==> src/rtl/mcwcs_pkg.sv <==
// mcwcs_pkg: shared types and constants for the M4 writable control store loader.
// The optional read-back verify path is enabled by defining MCWCS_VERIFY_EN.
package mcwcs_pkg;

  localparam int unsigned MC_AW_DEF = 10;
  localparam int unsigned MC_DW_DEF = 56;
  localparam int unsigned HST_W     = 16;
  localparam int unsigned PH_W      = 2;
  localparam int unsigned ST_ADDR_W = 10;

  // status word bit positions
  localparam int unsigned ST_ERR   = 15;
  localparam int unsigned ST_OVF   = 14;
  localparam int unsigned ST_LOAD  = 13;
  localparam int unsigned ST_PH_HI = 12;
  localparam int unsigned ST_PH_LO = 11;

  // control word bit positions
  localparam int unsigned CT_LOAD = 15;
  localparam int unsigned CT_CLR  = 14;

  // last host word of a microinstruction
  localparam logic [PH_W-1:0] PH_LAST = 2'd3;

  typedef enum logic [1:0] {
    S_IDLE  = 2'd0,
    S_WRITE = 2'd1,
    S_VRD   = 2'd2,
    S_VCMP  = 2'd3
  } state_e;

  typedef struct packed {
    logic                 err;
    logic                 ovf;
    logic                 load;
    logic [PH_W-1:0]      phase;
    logic                 rsvd;
    logic [ST_ADDR_W-1:0] addr;
  } status_t;

  // Assemble the host-visible status word.
  function automatic status_t mk_status(input logic err, input logic ovf, input logic load,
                                        input logic [PH_W-1:0] phase,
                                        input logic [ST_ADDR_W-1:0] addr);
    status_t s;
    s.err   = err;
    s.ovf   = ovf;
    s.load  = load;
    s.phase = phase;
    s.rsvd  = 1'b0;
    s.addr  = addr;
    return s;
  endfunction

endpackage

==> src/rtl/mcwcs_loader_if.sv <==
// mcwcs_loader_if: host register port and control-store BRAM port of the loader.
// The slave modport is the loader; the master modport is the host/BRAM side.
interface mcwcs_loader_if #(
  parameter int unsigned MC_AW = 10,
  parameter int unsigned MC_DW = 56
);

  logic             hst_wr;
  logic             hst_sel;
  logic [15:0]      hst_din;
  logic             hst_rdy;
  logic [15:0]      hst_dout;
  logic             ram_ena;
  logic             ram_we;
  logic [MC_AW-1:0] ram_addr;
  logic [MC_DW-1:0] ram_din;
  logic [MC_DW-1:0] ram_dout;

  modport master (
    output hst_wr, hst_sel, hst_din, ram_dout,
    input  hst_rdy, hst_dout, ram_ena, ram_we, ram_addr, ram_din
  );

  modport slave (
    input  hst_wr, hst_sel, hst_din, ram_dout,
    output hst_rdy, hst_dout, ram_ena, ram_we, ram_addr, ram_din
  );

endinterface

==> src/rtl/mcwcs_asm.sv <==
// mcwcs_asm: collects four 16-bit host words into one microinstruction.
// word_c is the next value of the holding register so the caller can forward
// the completed word in the same cycle the last host word is accepted.
module mcwcs_asm
  import mcwcs_pkg::*;
#(
  parameter int unsigned MC_DW = MC_DW_DEF
) (
  input  logic             clk,
  input  logic             rst_n,
  input  logic             clr,
  input  logic             wr,
  input  logic [HST_W-1:0] din,
  output logic [PH_W-1:0]  phase,
  output logic             last_c,
  output logic [MC_DW-1:0] word,
  output logic [MC_DW-1:0] word_c
);

  localparam int unsigned TOP_W = MC_DW - 48;

  logic [PH_W-1:0] phase_d;

  // Next phase / holding word; clear wins and discards any partial word.
  always_comb begin
    phase_d = phase;
    word_c  = word;
    if (clr) begin
      phase_d = '0;
      word_c  = '0;
    end else if (wr) begin
      unique case (phase)
        2'd0: word_c[15:0]        = din;
        2'd1: word_c[31:16]       = din;
        2'd2: word_c[47:32]       = din;
        2'd3: word_c[MC_DW-1:48]  = din[TOP_W-1:0];
      endcase
      if (phase != PH_LAST) phase_d = phase + PH_W'(1);
    end
  end

  assign last_c = wr && !clr && (phase == PH_LAST);

  // Phase counter and holding register.
  always_ff @(posedge clk or negedge rst_n) begin
    if (!rst_n) begin
      phase <= '0;
      word  <= '0;
    end else begin
      phase <= phase_d;
      word  <= word_c;
    end
  end

endmodule

==> src/rtl/mcwcs_loader.sv <==
// mcwcs_loader: writable control store loader for the M4 microcode memory.
// Define MCWCS_VERIFY_EN to read back and compare each written location.
module mcwcs_loader
  import mcwcs_pkg::*;
#(
  parameter int unsigned MC_AW = MC_AW_DEF,
  parameter int unsigned MC_DW = MC_DW_DEF
) (
  input  logic          clk,
  input  logic          rst_n,
  mcwcs_loader_if.slave bus,
  output logic          cpu_hold
);

  state_e           state_q, state_d;
  logic [MC_AW-1:0] addr_q, addr_d;
  logic             load_q, load_d;
  logic             ovf_q, ovf_d;
  logic             err_q, err_d;

  logic             rdy_q, rdy_d;
  logic             ena_q, ena_d;
  logic             we_q, we_d;
  logic [MC_AW-1:0] raddr_q, raddr_d;
  logic [MC_DW-1:0] rdin_q, rdin_d;
  status_t          dout_q;
  logic             hold_q;

  logic             acc_c, ctl_wr_c, dat_wr_c, done_c, asm_clr_c, last_c;
  logic [PH_W-1:0]  phase_q;
  logic [MC_DW-1:0] word_q, word_c;

  // Host handshake decode.
  assign acc_c    = bus.hst_wr && rdy_q;
  assign ctl_wr_c = acc_c && !bus.hst_sel;
  assign dat_wr_c = acc_c && bus.hst_sel && load_q;

`ifdef MCWCS_VERIFY_EN
  assign done_c = (state_q == S_VCMP);
`else
  assign done_c = (state_q == S_WRITE);
  logic unused_vfy;
  assign unused_vfy = ^{bus.ram_dout, word_q};
`endif

  assign asm_clr_c = ctl_wr_c || done_c;

  mcwcs_asm #(.MC_DW(MC_DW)) u_asm (
    .clk    (clk),
    .rst_n  (rst_n),
    .clr    (asm_clr_c),
    .wr     (dat_wr_c),
    .din    (bus.hst_din),
    .phase  (phase_q),
    .last_c (last_c),
    .word   (word_q),
    .word_c (word_c)
  );

  // Next state, address/status flags and next values of the registered outputs.
  always_comb begin
    state_d = state_q;
    addr_d  = addr_q;
    load_d  = load_q;
    ovf_d   = ovf_q;
    err_d   = err_q;
    rdy_d   = 1'b0;
    ena_d   = 1'b0;
    we_d    = 1'b0;
    raddr_d = raddr_q;
    rdin_d  = rdin_q;

    unique case (state_q)
      S_IDLE: begin
        if (ctl_wr_c) begin
          load_d = bus.hst_din[CT_LOAD];
          addr_d = bus.hst_din[MC_AW-1:0];
          if (bus.hst_din[CT_CLR]) begin
            ovf_d = 1'b0;
            err_d = 1'b0;
          end
        end
        if (last_c) state_d = S_WRITE;
      end
      S_WRITE: begin
`ifdef MCWCS_VERIFY_EN
        state_d = S_VRD;
`else
        state_d = S_IDLE;
`endif
      end
      S_VRD: state_d = S_VCMP;
      S_VCMP: begin
`ifdef MCWCS_VERIFY_EN
        if (bus.ram_dout != word_q) err_d = 1'b1;
`endif
        state_d = S_IDLE;
      end
      default: state_d = S_IDLE;
    endcase

    // Post-increment after each completed microinstruction; wrap is sticky.
    if (done_c) begin
      addr_d = addr_q + MC_AW'(1);
      if (addr_q == '1) ovf_d = 1'b1;
    end

    unique case (state_d)
      S_IDLE: rdy_d = 1'b1;
      S_WRITE: begin
        ena_d   = 1'b1;
        we_d    = 1'b1;
        raddr_d = addr_q;
        rdin_d  = word_c;
      end
      S_VRD: begin
        ena_d   = 1'b1;
        raddr_d = addr_q;
      end
      default: ;
    endcase
  end

  // FSM state register.
  always_ff @(posedge clk or negedge rst_n) begin
    if (!rst_n) state_q <= S_IDLE;
    else        state_q <= state_d;
  end

  // Address, flags and registered outputs.
  always_ff @(posedge clk or negedge rst_n) begin
    if (!rst_n) begin
      addr_q  <= '0;
      load_q  <= 1'b0;
      ovf_q   <= 1'b0;
      err_q   <= 1'b0;
      rdy_q   <= 1'b1;
      ena_q   <= 1'b0;
      we_q    <= 1'b0;
      raddr_q <= '0;
      rdin_q  <= '0;
      dout_q  <= '0;
      hold_q  <= 1'b0;
    end else begin
      addr_q  <= addr_d;
      load_q  <= load_d;
      ovf_q   <= ovf_d;
      err_q   <= err_d;
      rdy_q   <= rdy_d;
      ena_q   <= ena_d;
      we_q    <= we_d;
      raddr_q <= raddr_d;
      rdin_q  <= rdin_d;
      dout_q  <= mk_status(err_q, ovf_q, load_q, phase_q, ST_ADDR_W'(addr_q));
      hold_q  <= load_q;
    end
  end

  assign bus.hst_rdy  = rdy_q;
  assign bus.hst_dout = 16'(dout_q);
  assign bus.ram_ena  = ena_q;
  assign bus.ram_we   = we_q;
  assign bus.ram_addr = raddr_q;
  assign bus.ram_din  = rdin_q;
  assign cpu_hold     = hold_q;

endmodule

==> src/flat_wrapper.sv <==
// flat-port wrapper written by rule: the top's interface ports become plain ports
module mcwcs_loader_flat import mcwcs_pkg::*;
#(
  parameter int unsigned MC_AW = MC_AW_DEF,
  parameter int unsigned MC_DW = MC_DW_DEF
)
  (clk, rst_n, cpu_hold, bus_hst_wr, bus_hst_sel, bus_hst_din, bus_ram_dout, bus_hst_rdy, bus_hst_dout, bus_ram_ena, bus_ram_we, bus_ram_addr, bus_ram_din);
  mcwcs_loader_if #(.MC_AW(MC_AW), .MC_DW(MC_DW)) bus_i ();
  input  logic clk;
  input  logic rst_n;
  output logic cpu_hold;
  input wire logic [$bits(bus_i.hst_wr)-1:0] bus_hst_wr;
  input wire logic [$bits(bus_i.hst_sel)-1:0] bus_hst_sel;
  input wire logic [$bits(bus_i.hst_din)-1:0] bus_hst_din;
  input wire logic [$bits(bus_i.ram_dout)-1:0] bus_ram_dout;
  output wire logic [$bits(bus_i.hst_rdy)-1:0] bus_hst_rdy;
  output wire logic [$bits(bus_i.hst_dout)-1:0] bus_hst_dout;
  output wire logic [$bits(bus_i.ram_ena)-1:0] bus_ram_ena;
  output wire logic [$bits(bus_i.ram_we)-1:0] bus_ram_we;
  output wire logic [$bits(bus_i.ram_addr)-1:0] bus_ram_addr;
  output wire logic [$bits(bus_i.ram_din)-1:0] bus_ram_din;
  assign bus_i.hst_wr = bus_hst_wr;
  assign bus_i.hst_sel = bus_hst_sel;
  assign bus_i.hst_din = bus_hst_din;
  assign bus_i.ram_dout = bus_ram_dout;
  assign bus_hst_rdy = bus_i.hst_rdy;
  assign bus_hst_dout = bus_i.hst_dout;
  assign bus_ram_ena = bus_i.ram_ena;
  assign bus_ram_we = bus_i.ram_we;
  assign bus_ram_addr = bus_i.ram_addr;
  assign bus_ram_din = bus_i.ram_din;
  mcwcs_loader #(.MC_AW(MC_AW), .MC_DW(MC_DW)) u_core (.clk(clk), .rst_n(rst_n), .bus(bus_i), .cpu_hold(cpu_hold));
endmodule
==> config.mk <==
export PLATFORM = sky130hd
export DESIGN_NAME = mcwcs_loader_flat
export DESIGN_NICKNAME = d
export VERILOG_FILES = /design/src/rtl/mcwcs_pkg.sv /design/src/rtl/mcwcs_loader_if.sv /design/src/rtl/mcwcs_asm.sv /design/src/rtl/mcwcs_loader.sv /design/src/flat_wrapper.sv
export SDC_FILE = /design/constraint.sdc
export NUM_CORES = 1
export LEC_CHECK = 0
export CAP_MARGIN = 10
export CELL_PAD_IN_SITES_DETAIL_PLACEMENT = 1
export CELL_PAD_IN_SITES_GLOBAL_PLACEMENT = 1
export CORE_AREA = 4 4 128 130
export DETAILED_ROUTE_END_ITERATION = 8
export DIE_AREA = 0 0 132 134
export GPL_TIMING_DRIVEN = 0
export PLACE_DENSITY = 0.81
export SLEW_MARGIN = 10
export SYNTH_ARGS = -nofsm -noshare
export SYNTH_HDL_FRONTEND = slang
export SYNTH_SLANG_ARGS = --single-unit
==> constraint.sdc <==
create_clock -name clk -period 6.75 [get_ports clk]
set_clock_uncertainty 0.1 [all_clocks]
set_input_delay 1.35 -clock clk [delete_from_list [all_inputs] [get_ports clk]]
set_output_delay 1.35 -clock clk [all_outputs]
set_load 0.03 [all_outputs]
==> run summary <==
===========================================================================================
Result of the run                                                              finished clean
Cell-by-cell listing of the critical path                                      clkdlybuf4s50_1 -> and4_1 -> buf_6 -> a21oi_1 -> nor2_1 -> ha_1 -> clkbuf_1 -> clkbuf_1 -> o22ai_1
Most instantiated cells after synthesis                                        sky130_fd_sc_hd__dfrtp_1 (154), sky130_fd_sc_hd__nor2_1 (65), sky130_fd_sc_hd__inv_1 (63)
Core Box Area                                                                    15,100 µm²
Class of the most critical setup path                                             in -> reg
Worst Hold Path EP                                                             u_core.bus.hst_dout[14]
Most used flip-flop cell after synthesis                                       sky130_fd_sc_hd__dfrtp_1
GRT Total Usage                                                                       19.5%
Number of design-rule violations left by the first detailed-router iteration            267
Post-cts resize count                                                                     0
CTS tree                                                                                yes
CP dominant cell by count                                                      sky130_fd_sc_hd__clkbuf_1
Number of buffers created by CTS                                                         17
Max-slew headroom                                                                     44.3%
Leakage dissipation                                                              0.00426 µW
Worst hold path type                                                             reg -> reg
Largest net degree at the start of global routing                                       115
Synthesis-to-layout area growth                                                       31.1%
Post-route setup TNS                                                                   0 ps
Total placed instance area                                                         7430 µm²
Vias in the first global route                                                        4,845
Min Tclk post-route                                                                 3720 ps
Final setup vio count                                                                     0
Required time at the worst-slack endpoint                                           6920 ps
Number of buffers added to fix hold violations after cts                                  0
Signal arrival time at the worst endpoint                                           3890 ps
Power Dens Cells                                                                 297 nW/µm²
Worst vdd rail ir drop                                                           0.000173 V
Worst Min Path Start                                                           u_core.ovf_q
DR vias/cell                                                                           5.19
Total die area                                                                   17,700 µm²
Most instantiated library cell after synthesis                                 sky130_fd_sc_hd__dfrtp_1
Overall Power                                                                       2380 µW
Via count                                                                             4,325
Number of maximum-capacitance constraint violations                                       0
Critical Path Source Type                                                        input port
Cell at the root of the clock tree                                             sky130_fd_sc_hd__clkbuf_16
Mapped Avg Cell Area                                                               12.0 µm²
Cell family with most CP delay                                                 buffers and inverters
Multi-input gate area                                                              1830 µm²
CP Capture Type                                                                        flop
Register clock-pin slew on the reported worst setup and hold paths                    60 ps
Final Hold Violating Endpoints                                                            0
Length of the first detailed-routing pass in iterations                                   4
Netlist cell types                                                                       39
Biggest area contributors in the synthesized netlist                           sky130_fd_sc_hd__dfrtp_1 (63%), sky130_fd_sc_hd__mux2i_1 (9.5%), sky130_fd_sc_hd__o22ai_1 (5.8%)
Detailed-route wire length                                                          16.7 mm
Cell depth of the worst flop-to-flop path                                                 8
Slew @ Worst Pin                                                                     830 ps
CP max-delay cell                                                              sky130_fd_sc_hd__clkdlybuf4s50_1
Share of cells above drive strength 1                                                 9.29%
Most area-hungry cell type in the Yosys netlist                                sky130_fd_sc_hd__dfrtp_1
Critical-path maximum fanout                                                             10
Mapped Area                                                                        6130 µm²
Unrepaired setup endpoints after global routing                                          no
Net count reported at finish                                                            717
Initial Util                                                                          40.5%
Floorplan row count                                                                      45
Drt wl/cell                                                                         20.0 µm
Crit path largest cell delay                                                         520 ps
Routability cong.                                                                     0.767
Count of buffers added by post-CTS timing repair for setup                                0
Clock latency on the worst-skew pair                                                 430 ps
Number of remaining DRC errors                                                            0
Max-slew violation count                                                                  0
Sequential standard cell area                                                      3880 µm²
Antenna viol nets, final                                                                  0
Reg2Reg Launch Point                                                           u_core.bus.hst_rdy
Hold path depth                                                                           0
Post-synthesis instance total                                                           509
Y dimension of the die                                                               134 µm
First-pass GRT wire length                                                          26.7 mm
Number of sinks on the clock net                                                        155
Share of synthesized flip-flops with an asynchronous set or reset                      100%
Final cell area excluding filler cells                                             8040 µm²
Antenna violations before repair                                                          0
Max clock buf depth                                                                       2
Floorplan die width                                                                  132 µm
CTS H-tree depth                                                                          4
# fillers                                                                             1,560
Capture point of the worst reg-to-reg path                                     u_core.bus.ram_din[43]
Portion of synthesized cell area occupied by the leading cell type                    62.9%
I/O Pins                                                                                162
Share of the clock period used by the worst path after layout                         55.1%
Antenna diode count                                                                       0
Highest attainable clock frequency                                                  269 MHz
Number of enable-type register cells in the synthesized netlist                           0
Detailed-placement wirelength estimate                                              11.4 mm
Worst path bufs/invs                                                                      4
Number of port buffers                                                                  103
Synthesis-stage register bit count                                                      155
Gr ovfl total                                                                             0
Final-layout worst hold slack                                                        292 ps
Number of warning messages in the yosys log                                               0
Sequential fraction of the synthesis area                                             63.3%
Internal reg-to-reg setup slack                                                     3940 ps
===========================================================================================
power breakdown:
group          switching (µW)  internal, µW  total (µW)
Clock                     378           601         980
Sequential               48.2           999        1050
Combinational             215           142         357
Total                     641          1740        2380
metrics by stage:
stage	worst slack, ps	instances	util, %
detailed placement	2610	802	49.1
global placement	-1720	801	48.8
CTS	3030	834	53.1
global route	2880	834	53.1
finish	3030	834	53.1
floorplan	3590	510	-
placed cells by master, fill, tap and decap left out, types with 6 or more instances in the layout:
master                            Yosys  final
sky130_fd_sc_hd__mux2_2               9      9
sky130_fd_sc_hd__a22oi_1              6      6
sky130_fd_sc_hd__o22ai_1             57     57
sky130_fd_sc_hd__clkbuf_1            15     18
sky130_fd_sc_hd__dfrtp_1            154    154
sky130_fd_sc_hd__ha_1                 8      8
sky130_fd_sc_hd__clkbuf_16            0     17
sky130_fd_sc_hd__nand2_1             13     13
sky130_fd_sc_hd__o21ai_0              6      6
sky130_fd_sc_hd__clkdlybuf4s50_1      0    102
sky130_fd_sc_hd__nand3_1              7      7
sky130_fd_sc_hd__inv_1               63     63
sky130_fd_sc_hd__mux2i_1             58     58
sky130_fd_sc_hd__nor2_1              65     65
state kept, by name, indices dropped and copies added (netlist names):
| signal | count |
|---|---|
| u_core.bus.ram_din | 56 |
| u_core.u_asm.word | 56 |
| u_core.bus.hst_dout | 14 |
| u_core.addr_q | 10 |
| u_core.bus.ram_addr | 10 |
| u_core.state_q | 2 |
| u_core.u_asm.phase | 2 |
| u_core.bus.hst_rdy | 1 |
| u_core.bus.ram_ena | 1 |
| u_core.bus.ram_we | 1 |
| u_core.load_q | 1 |
| u_core.ovf_q | 1 |
layer usage:
metal	up-vias	global-route usage, %	share of wire (%)
li1	1961	-	-
met1	2241	23.8	42
met2	98	33.7	52
met3	25	4.80	4.3
met4	0	7.12	2.0
met5	-	0	0
cells by family (layout without fill, tap and decap cells):
family	Yosys count	after routing	synth area share [%]
flip-flops	155	155	63.3
AND/OR/NAND/NOR	105	105	8.39
buffers and inverters	92	228	6.82
AO/OA/AOI/OAI	80	80	8.50
multiplexers	67	67	11.1
adder cells (fa/ha/maj)	8	8	1.63
other	1	2	0.0612
XOR/XNOR	1	1	0.143
area by class of cell:
type / instances / share of cell area, %
buffer: 29 / 2.26
clock buffer: 22 / 5.78
clock inverter: 10 / 1.76
inverter: 63 / 2.94
multi-input combinational: 263 / 22.8
sequential: 155 / 48.3
tap: 188 / 2.93
timing repair buffer: 104 / 13.2
worst max-delay path by stage:
stage                           from                     end  cells past startpoint
after floorplan           bus_hst_wr  u_core.bus.ram_addr[2]                      7
after global placement         rst_n  u_core.bus.ram_din[16]                      1
after detailed placement  bus_hst_wr  u_core.bus.ram_din[19]                      9
after CTS                 bus_hst_wr  u_core.bus.ram_din[43]                      9
after global routing      bus_hst_wr  u_core.bus.ram_din[43]                      9
final                     bus_hst_wr  u_core.bus.ram_din[43]                      9
(Power assumes the default switching activity.)
